**src/rtl/fifo_write_arbiter_if.sv**
```systemverilog
// rtl/fifo_write_arbiter_if.sv - requester and FIFO write-side bundle for fifo_write_arbiter
// Ports: req_valid/req_last/req_data in, req_ready out (per requester);
//        wfull in, winc/wdata out (FIFO write side); grant_id/busy out (status).
// master: arbiter side. slave: requesters + FIFO side.
interface fifo_write_arbiter_if #(
    parameter int NUM_REQ    = 4,
    parameter int Data_Width = 8
);
    localparam int ID_W = $clog2(NUM_REQ);

    logic [NUM_REQ-1:0]            req_valid;
    logic [NUM_REQ-1:0]            req_last;
    logic [NUM_REQ*Data_Width-1:0] req_data;
    logic [NUM_REQ-1:0]            req_ready;
    logic                          wfull;
    logic                          winc;
    logic [Data_Width-1:0]         wdata;
    logic [ID_W-1:0]               grant_id;
    logic                          busy;

    modport master (
        input  req_valid, req_last, req_data, wfull,
        output req_ready, winc, wdata, grant_id, busy
    );

    modport slave (
        output req_valid, req_last, req_data, wfull,
        input  req_ready, winc, wdata, grant_id, busy
    );
endinterface

```
**src/rtl/fifo_write_arbiter.sv**
```systemverilog
// rtl/fifo_write_arbiter.sv - round-robin packet arbiter for the async FIFO write port
// Ports: wclk (write clock), wrst (sync active-high reset), bus (fifo_write_arbiter_if.master).
// Optional macro ARB_IDLE_TIMEOUT_EN: releases a grant whose owner stays idle for TIMEOUT cycles.
module fifo_write_arbiter #(
    parameter int NUM_REQ    = 4,
    parameter int Data_Width = 8,
    parameter int MAX_BURST  = 4,
    parameter int TIMEOUT    = 16
) (
    input  logic                 wclk,
    input  logic                 wrst,
    fifo_write_arbiter_if.master bus
);
    localparam int ID_W = $clog2(NUM_REQ);
    localparam int BC_W = $clog2(MAX_BURST + 1);

    if (NUM_REQ < 2 || MAX_BURST < 1 || TIMEOUT < 1) begin : g_bad_param
        $error("fifo_write_arbiter: illegal parameter value");
    end

    typedef enum logic {IDLE, XFER} state_t;

    state_t                state, state_nxt;
    logic [ID_W-1:0]       grant_q;
    logic [ID_W-1:0]       last_gnt;
    logic [BC_W-1:0]       beat_cnt;
    logic [ID_W-1:0]       sel_id;
    logic                  sel_found;
    logic                  g_valid;
    logic                  g_last;
    logic [Data_Width-1:0] g_data;
    logic                  winc_c;
    logic                  rel_c;
    logic                  timeout_c;

    // Round-robin search starting one past the last owner, wrapping.
    always_comb begin
        logic [ID_W-1:0] cand;
        cand      = '0;
        sel_id    = '0;
        sel_found = 1'b0;
        for (int i = 1; i <= NUM_REQ; i++) begin
            cand = ID_W'((int'(last_gnt) + i) % NUM_REQ);
            if (!sel_found && bus.req_valid[cand]) begin
                sel_found = 1'b1;
                sel_id    = cand;
            end
        end
    end

    // Constant-index mux of the granted requester's signals.
    always_comb begin
        g_valid = 1'b0;
        g_last  = 1'b0;
        g_data  = '0;
        for (int i = 0; i < NUM_REQ; i++) begin
            if (grant_q == ID_W'(i)) begin
                g_valid = bus.req_valid[i];
                g_last  = bus.req_last[i];
                g_data  = bus.req_data[i*Data_Width +: Data_Width];
            end
        end
    end

    always_comb begin
        state_nxt     = state;
        winc_c        = 1'b0;
        rel_c         = 1'b0;
        bus.req_ready = '0;
        bus.wdata     = '0;
        case (state)
            IDLE: begin
                if (sel_found) state_nxt = XFER;
            end
            XFER: begin
                for (int i = 0; i < NUM_REQ; i++) begin
                    if (grant_q == ID_W'(i)) bus.req_ready[i] = !bus.wfull;
                end
                winc_c    = g_valid & !bus.wfull;
                bus.wdata = g_data;
                // Packet end or burst cap; the cap forces re-arbitration mid-packet.
                if (winc_c && (g_last || beat_cnt == BC_W'(MAX_BURST - 1))) rel_c = 1'b1;
                if (timeout_c) rel_c = 1'b1;
                if (rel_c) state_nxt = IDLE;
            end
            default: state_nxt = IDLE;
        endcase
    end

    always_ff @(posedge wclk) begin
        if (wrst) begin
            state    <= IDLE;
            grant_q  <= '0;
            last_gnt <= ID_W'(NUM_REQ - 1);
            beat_cnt <= '0;
        end else begin
            state <= state_nxt;
            case (state)
                IDLE: begin
                    if (sel_found) begin
                        grant_q  <= sel_id;
                        beat_cnt <= '0;
                    end
                end
                XFER: begin
                    if (winc_c) beat_cnt <= beat_cnt + 1'b1;
                    if (rel_c)  last_gnt <= grant_q;
                end
                default: ;
            endcase
        end
    end

`ifdef ARB_IDLE_TIMEOUT_EN
    localparam int IC_W = $clog2(TIMEOUT + 1);
    logic [IC_W-1:0] idle_cnt;

    // Counts only cycles where the owner could send but does not.
    always_ff @(posedge wclk) begin
        if (wrst || state != XFER || winc_c || bus.wfull) begin
            idle_cnt <= '0;
        end else if (!g_valid) begin
            idle_cnt <= idle_cnt + 1'b1;
        end
    end

    assign timeout_c = (state == XFER) && !g_valid && !bus.wfull &&
                       (idle_cnt == IC_W'(TIMEOUT - 1));
`else
    assign timeout_c = 1'b0;
`endif

    assign bus.winc     = winc_c;
    assign bus.grant_id = grant_q;
    assign bus.busy     = (state == XFER);
endmodule

```
**src/flat_wrapper.sv**
```systemverilog
// flat-port wrapper written by rule: the top's interface ports become plain ports
module fifo_write_arbiter_flat 
#(
    parameter int NUM_REQ    = 4,
    parameter int Data_Width = 8,
    parameter int MAX_BURST  = 4,
    parameter int TIMEOUT    = 16
)
  (wclk, wrst, bus_req_valid, bus_req_last, bus_req_data, bus_wfull, bus_req_ready, bus_winc, bus_wdata, bus_grant_id, bus_busy);
  fifo_write_arbiter_if #(.NUM_REQ(NUM_REQ), .Data_Width(Data_Width)) bus_i ();
  input  logic wclk;
  input  logic wrst;
  input wire logic [$bits(bus_i.req_valid)-1:0] bus_req_valid;
  input wire logic [$bits(bus_i.req_last)-1:0] bus_req_last;
  input wire logic [$bits(bus_i.req_data)-1:0] bus_req_data;
  input wire logic [$bits(bus_i.wfull)-1:0] bus_wfull;
  output wire logic [$bits(bus_i.req_ready)-1:0] bus_req_ready;
  output wire logic [$bits(bus_i.winc)-1:0] bus_winc;
  output wire logic [$bits(bus_i.wdata)-1:0] bus_wdata;
  output wire logic [$bits(bus_i.grant_id)-1:0] bus_grant_id;
  output wire logic [$bits(bus_i.busy)-1:0] bus_busy;
  assign bus_i.req_valid = bus_req_valid;
  assign bus_i.req_last = bus_req_last;
  assign bus_i.req_data = bus_req_data;
  assign bus_i.wfull = bus_wfull;
  assign bus_req_ready = bus_i.req_ready;
  assign bus_winc = bus_i.winc;
  assign bus_wdata = bus_i.wdata;
  assign bus_grant_id = bus_i.grant_id;
  assign bus_busy = bus_i.busy;
  fifo_write_arbiter #(.NUM_REQ(NUM_REQ), .Data_Width(Data_Width), .MAX_BURST(MAX_BURST), .TIMEOUT(TIMEOUT)) u_core (.wclk(wclk), .wrst(wrst), .bus(bus_i));
endmodule
```
**config.mk**
```make
export PLATFORM = sky130hd
export DESIGN_NAME = fifo_write_arbiter_flat
export DESIGN_NICKNAME = d
export VERILOG_FILES = /design/src/rtl/fifo_write_arbiter_if.sv /design/src/rtl/fifo_write_arbiter.sv /design/src/flat_wrapper.sv
export SDC_FILE = /design/constraint.sdc
export NUM_CORES = 1
export LEC_CHECK = 0
export CAP_MARGIN = 10
export CORE_MARGIN = 1.5
export CORE_UTILIZATION = 30
export DETAILED_ROUTE_END_ITERATION = 10
export GPL_TIMING_DRIVEN = 0
export PLACE_DENSITY = 0.75
export SYNTH_ARGS = -nofsm -noshare
export SYNTH_HDL_FRONTEND = slang
export SYNTH_SLANG_ARGS = --single-unit
```
**constraint.sdc**
```tcl
create_clock -name wclk -period 1.4 [get_ports wclk]
set_input_delay 0.28 -clock wclk [delete_from_list [all_inputs] [get_ports wclk]]
set_output_delay 0.28 -clock wclk [all_outputs]
set_load 0.005 [all_outputs]
```
==> results of run 1 <==
[registers in the layout (all words and copies together), names as in the netlist]
register and cells:
u_core.last_gnt 2, u_core.bus.busy 1, u_core.bus.grant_id 2, u_core.beat_cnt 3
[worst max-delay path, cell delays in order, from the launching register on]
cell and delay, ns:
dfxtp_2 0.32, buf_6 0.10, buf_12 0.10, buf_6 0.09, mux4_2 0.50, and2_1 0.17, buf_2 0.12
[cells in the final DEF, fill, tap and decap left out, types with 2 or more instances in the layout]
cell,instances
clkdlybuf4s50_1,37
inv_1,4
nor2_4,3
dfxtp_2,2
mux4_2,9
nor2_1,7
or2_1,2
ha_1,2
nand2b_1,2
and2_1,5
buf_6,11
nand3_1,2
a21oi_1,5
and2_4,3
and3_4,2
clkbuf_4,3
dfxtp_1,6
mux2i_1,3
dlygate4sd2_1,5
buf_12,2
buf_4,8
clkbuf_1,2
buf_2,10
a211oi_1,2
[what timing repair did]
action | CTS | global route
pin swaps | 4 | 3
setup buffers | 12 | 3
endpoints found under the setup margin | 22 | 21
resized for setup | 76 | 16
[where the power goes]
part	switching [mW]	internal, mW	leakage (nW)
logic	0.169	0.318	0.591
registers	0.00747	0.242	0.0658
clock network	0.0732	0.0977	0.0138
total	0.250	0.658	0.670
[routing by layer]
metal | vias up | part of all wire (%)
met5 | - | 0
met4 | 0 | 1.6
met3 | 4 | 11
met2 | 42 | 55
met1 | 426 | 33
li1 | 457 | -
[per-stage QoR]
step                      instances  cell area [µm²]  setup WS, ns  hold slack, ns
final                           188             1582       -0.5381          0.4102
after global routing            188             1582       -0.5848          0.4506
after CTS                       187             1515       -0.5464          0.4177
after detailed placement        172             1401       -0.7690          0.4657
after global placement          172             1401       -0.7420          0.4523
after floorplan                  85            793.3       -0.1128          0.4479
[area by class of cell]
cell class              count  area, µm²
fillers                   227      895.9
repair buffers             70      655.6
multi-input cells          64      618.1
flip-flops and latches      8      162.7
plain buffers               8      66.31
well taps                  30      37.54
clock buffers               3      22.52
inverters                   5      18.77
[path summary, 6_finish.rpt]
kind	to	depth (start not counted)
max	bus_wdata[4]	6
min	u_core.bus.grant_id[1]	2
max reg2reg	u_core.last_gnt[0]	7
min reg2reg	u_core.beat_cnt[0]	2
[cell families (layout without fill, tap and decap cells)]
group,count (synthesis),after routing,share of synthesized area [%]
AND/OR/NAND/NOR,37,37,27.43
AO/OA/AOI/OAI,13,13,11.17
buffers and inverters,13,86,8.134
multiplexers,12,12,29.66
flip-flops,8,8,20.41
adder cells (fa/ha/maj),2,2,3.189
==> metrics, run 1 <==
clock sinks 8; vias in the first global route 891; Final Hold Fails 0; crit path DAT about 1.7 ns; Max clock buf depth 2; Die Wd ~54 µm; setup ws final -0.5381 ns; Post-CTS Hold Buffers 0; Min-Delay Path Class in2reg; Final min period 1.938 ns; power per cell area between 500 and 600 nW/µm²; DP Wirelength 1898 µm; synth top area cells mux4_2 (26%), dfxtp_1 (20%), and2_1 (6.4%); unrepaired setup endpoints after global routing yes; Initial Util 31.67%; GR peak layer met2; top achievable clock speed approximately 520 MHz; htree depth 1; largest net degree at the start of global routing 11; Skew-Pair Late Insertion Delay approximately 0.25 ns; Total Routing Usage GR 18.04%; GR Util met2 a little over a third; Max-slew headroom 71.46%; Synth area leader mux4_2; # rows 18; TritonCTS Buffers 3; final setup violating endpoints 19; DIE AREA 2931 µm²; CP max FO 4; synthesized flop and latch total 8; reg2reg setup slack -0.20 ns; Cell Area, Synth just under 800 µm²; count of cell types in the netlist 33; core area ~2500 µm²; Slew @ Worst Pin around 0.43 ns; Critical Path Sink Type output port; status complete, but fails checks; 1st-pass router iterations 4; final clock skew ~0.0016 ns; met3 Track Usage GR 3.056%; layout cells sized above 1 39.87%; Layout area overhead 101.6%; DR iter-0 viols 14; net count after synthesis 130; count leader, synth mux4_2; GR Util met1 18.82%; worst endpoint required time 1.12 ns; Routability Congestion between 0.8 and 0.9; vias per inst slightly below 5; Warnings, synthesis 0; final period utilization 138.4%; sequential-to-total area share from yosys stat 20.41%; root buffer cell clkbuf_4; IR drop worst, VDD 695.4 µV; FFs w/ async S/R, synth 0%; cell count after synthesis 85; io pins approximately 60; initial antenna violation count 0; Die Span Y 54.14 µm; Layout Utilization 63.84%; antenna diode count 0; Crit Path Class reg2out; total power around 0.9 mW; Max Cap Viol 0; clock transition at the registers of the reported paths approximately 0.05 ns; Congestion Overflow GR 0; final setup TNS -5.605 ns; HP Start wrst; top cells by count, synth mux4_2 (9), and2_1 (8), dfxtp_1 (8), nor2_1 (8); DRC 0; Synth top area share 25.84%; fin nets 205; failing checks negative setup slack; Mapped Avg Cell Area ~9 µm²; Routed Antenna Nets 0; top_reg_cell synth dfxtp_1; via total after detailed routing between 900 and 1000; startpoint types register; WL per Instance 14.38 µm; Leakage Power 0.6704 nW; max-slew violation count 0; Crit Reg-Reg Startpoint u_core.bus.grant_id[0]; CTS tree built; IO buf count 57; DRT Wirelength 2704 µm; crit path launch u_core.bus.grant_id[0]; number of flops mapped to enable cells by yosys 0; first-pass GRT wire length around 3900 µm
Note: power is estimated with default switching activity, not from simulation.
==> run 2, diff against run 1 <==
--- a/config.mk
+++ b/config.mk
@@ -5,9 +5,10 @@
 export SDC_FILE = /design/constraint.sdc
 export NUM_CORES = 1
 export LEC_CHECK = 0
-export CAP_MARGIN = 10
+export CAP_MARGIN = 40
 export CORE_MARGIN = 1.5
 export CORE_UTILIZATION = 30
+export CTS_CLUSTER_SIZE = 20
 export DETAILED_ROUTE_END_ITERATION = 10
 export GPL_TIMING_DRIVEN = 0
 export PLACE_DENSITY = 0.75
==> results of run 2 <==
No change in the layout: final DEF, timing and power equal those of run 1.
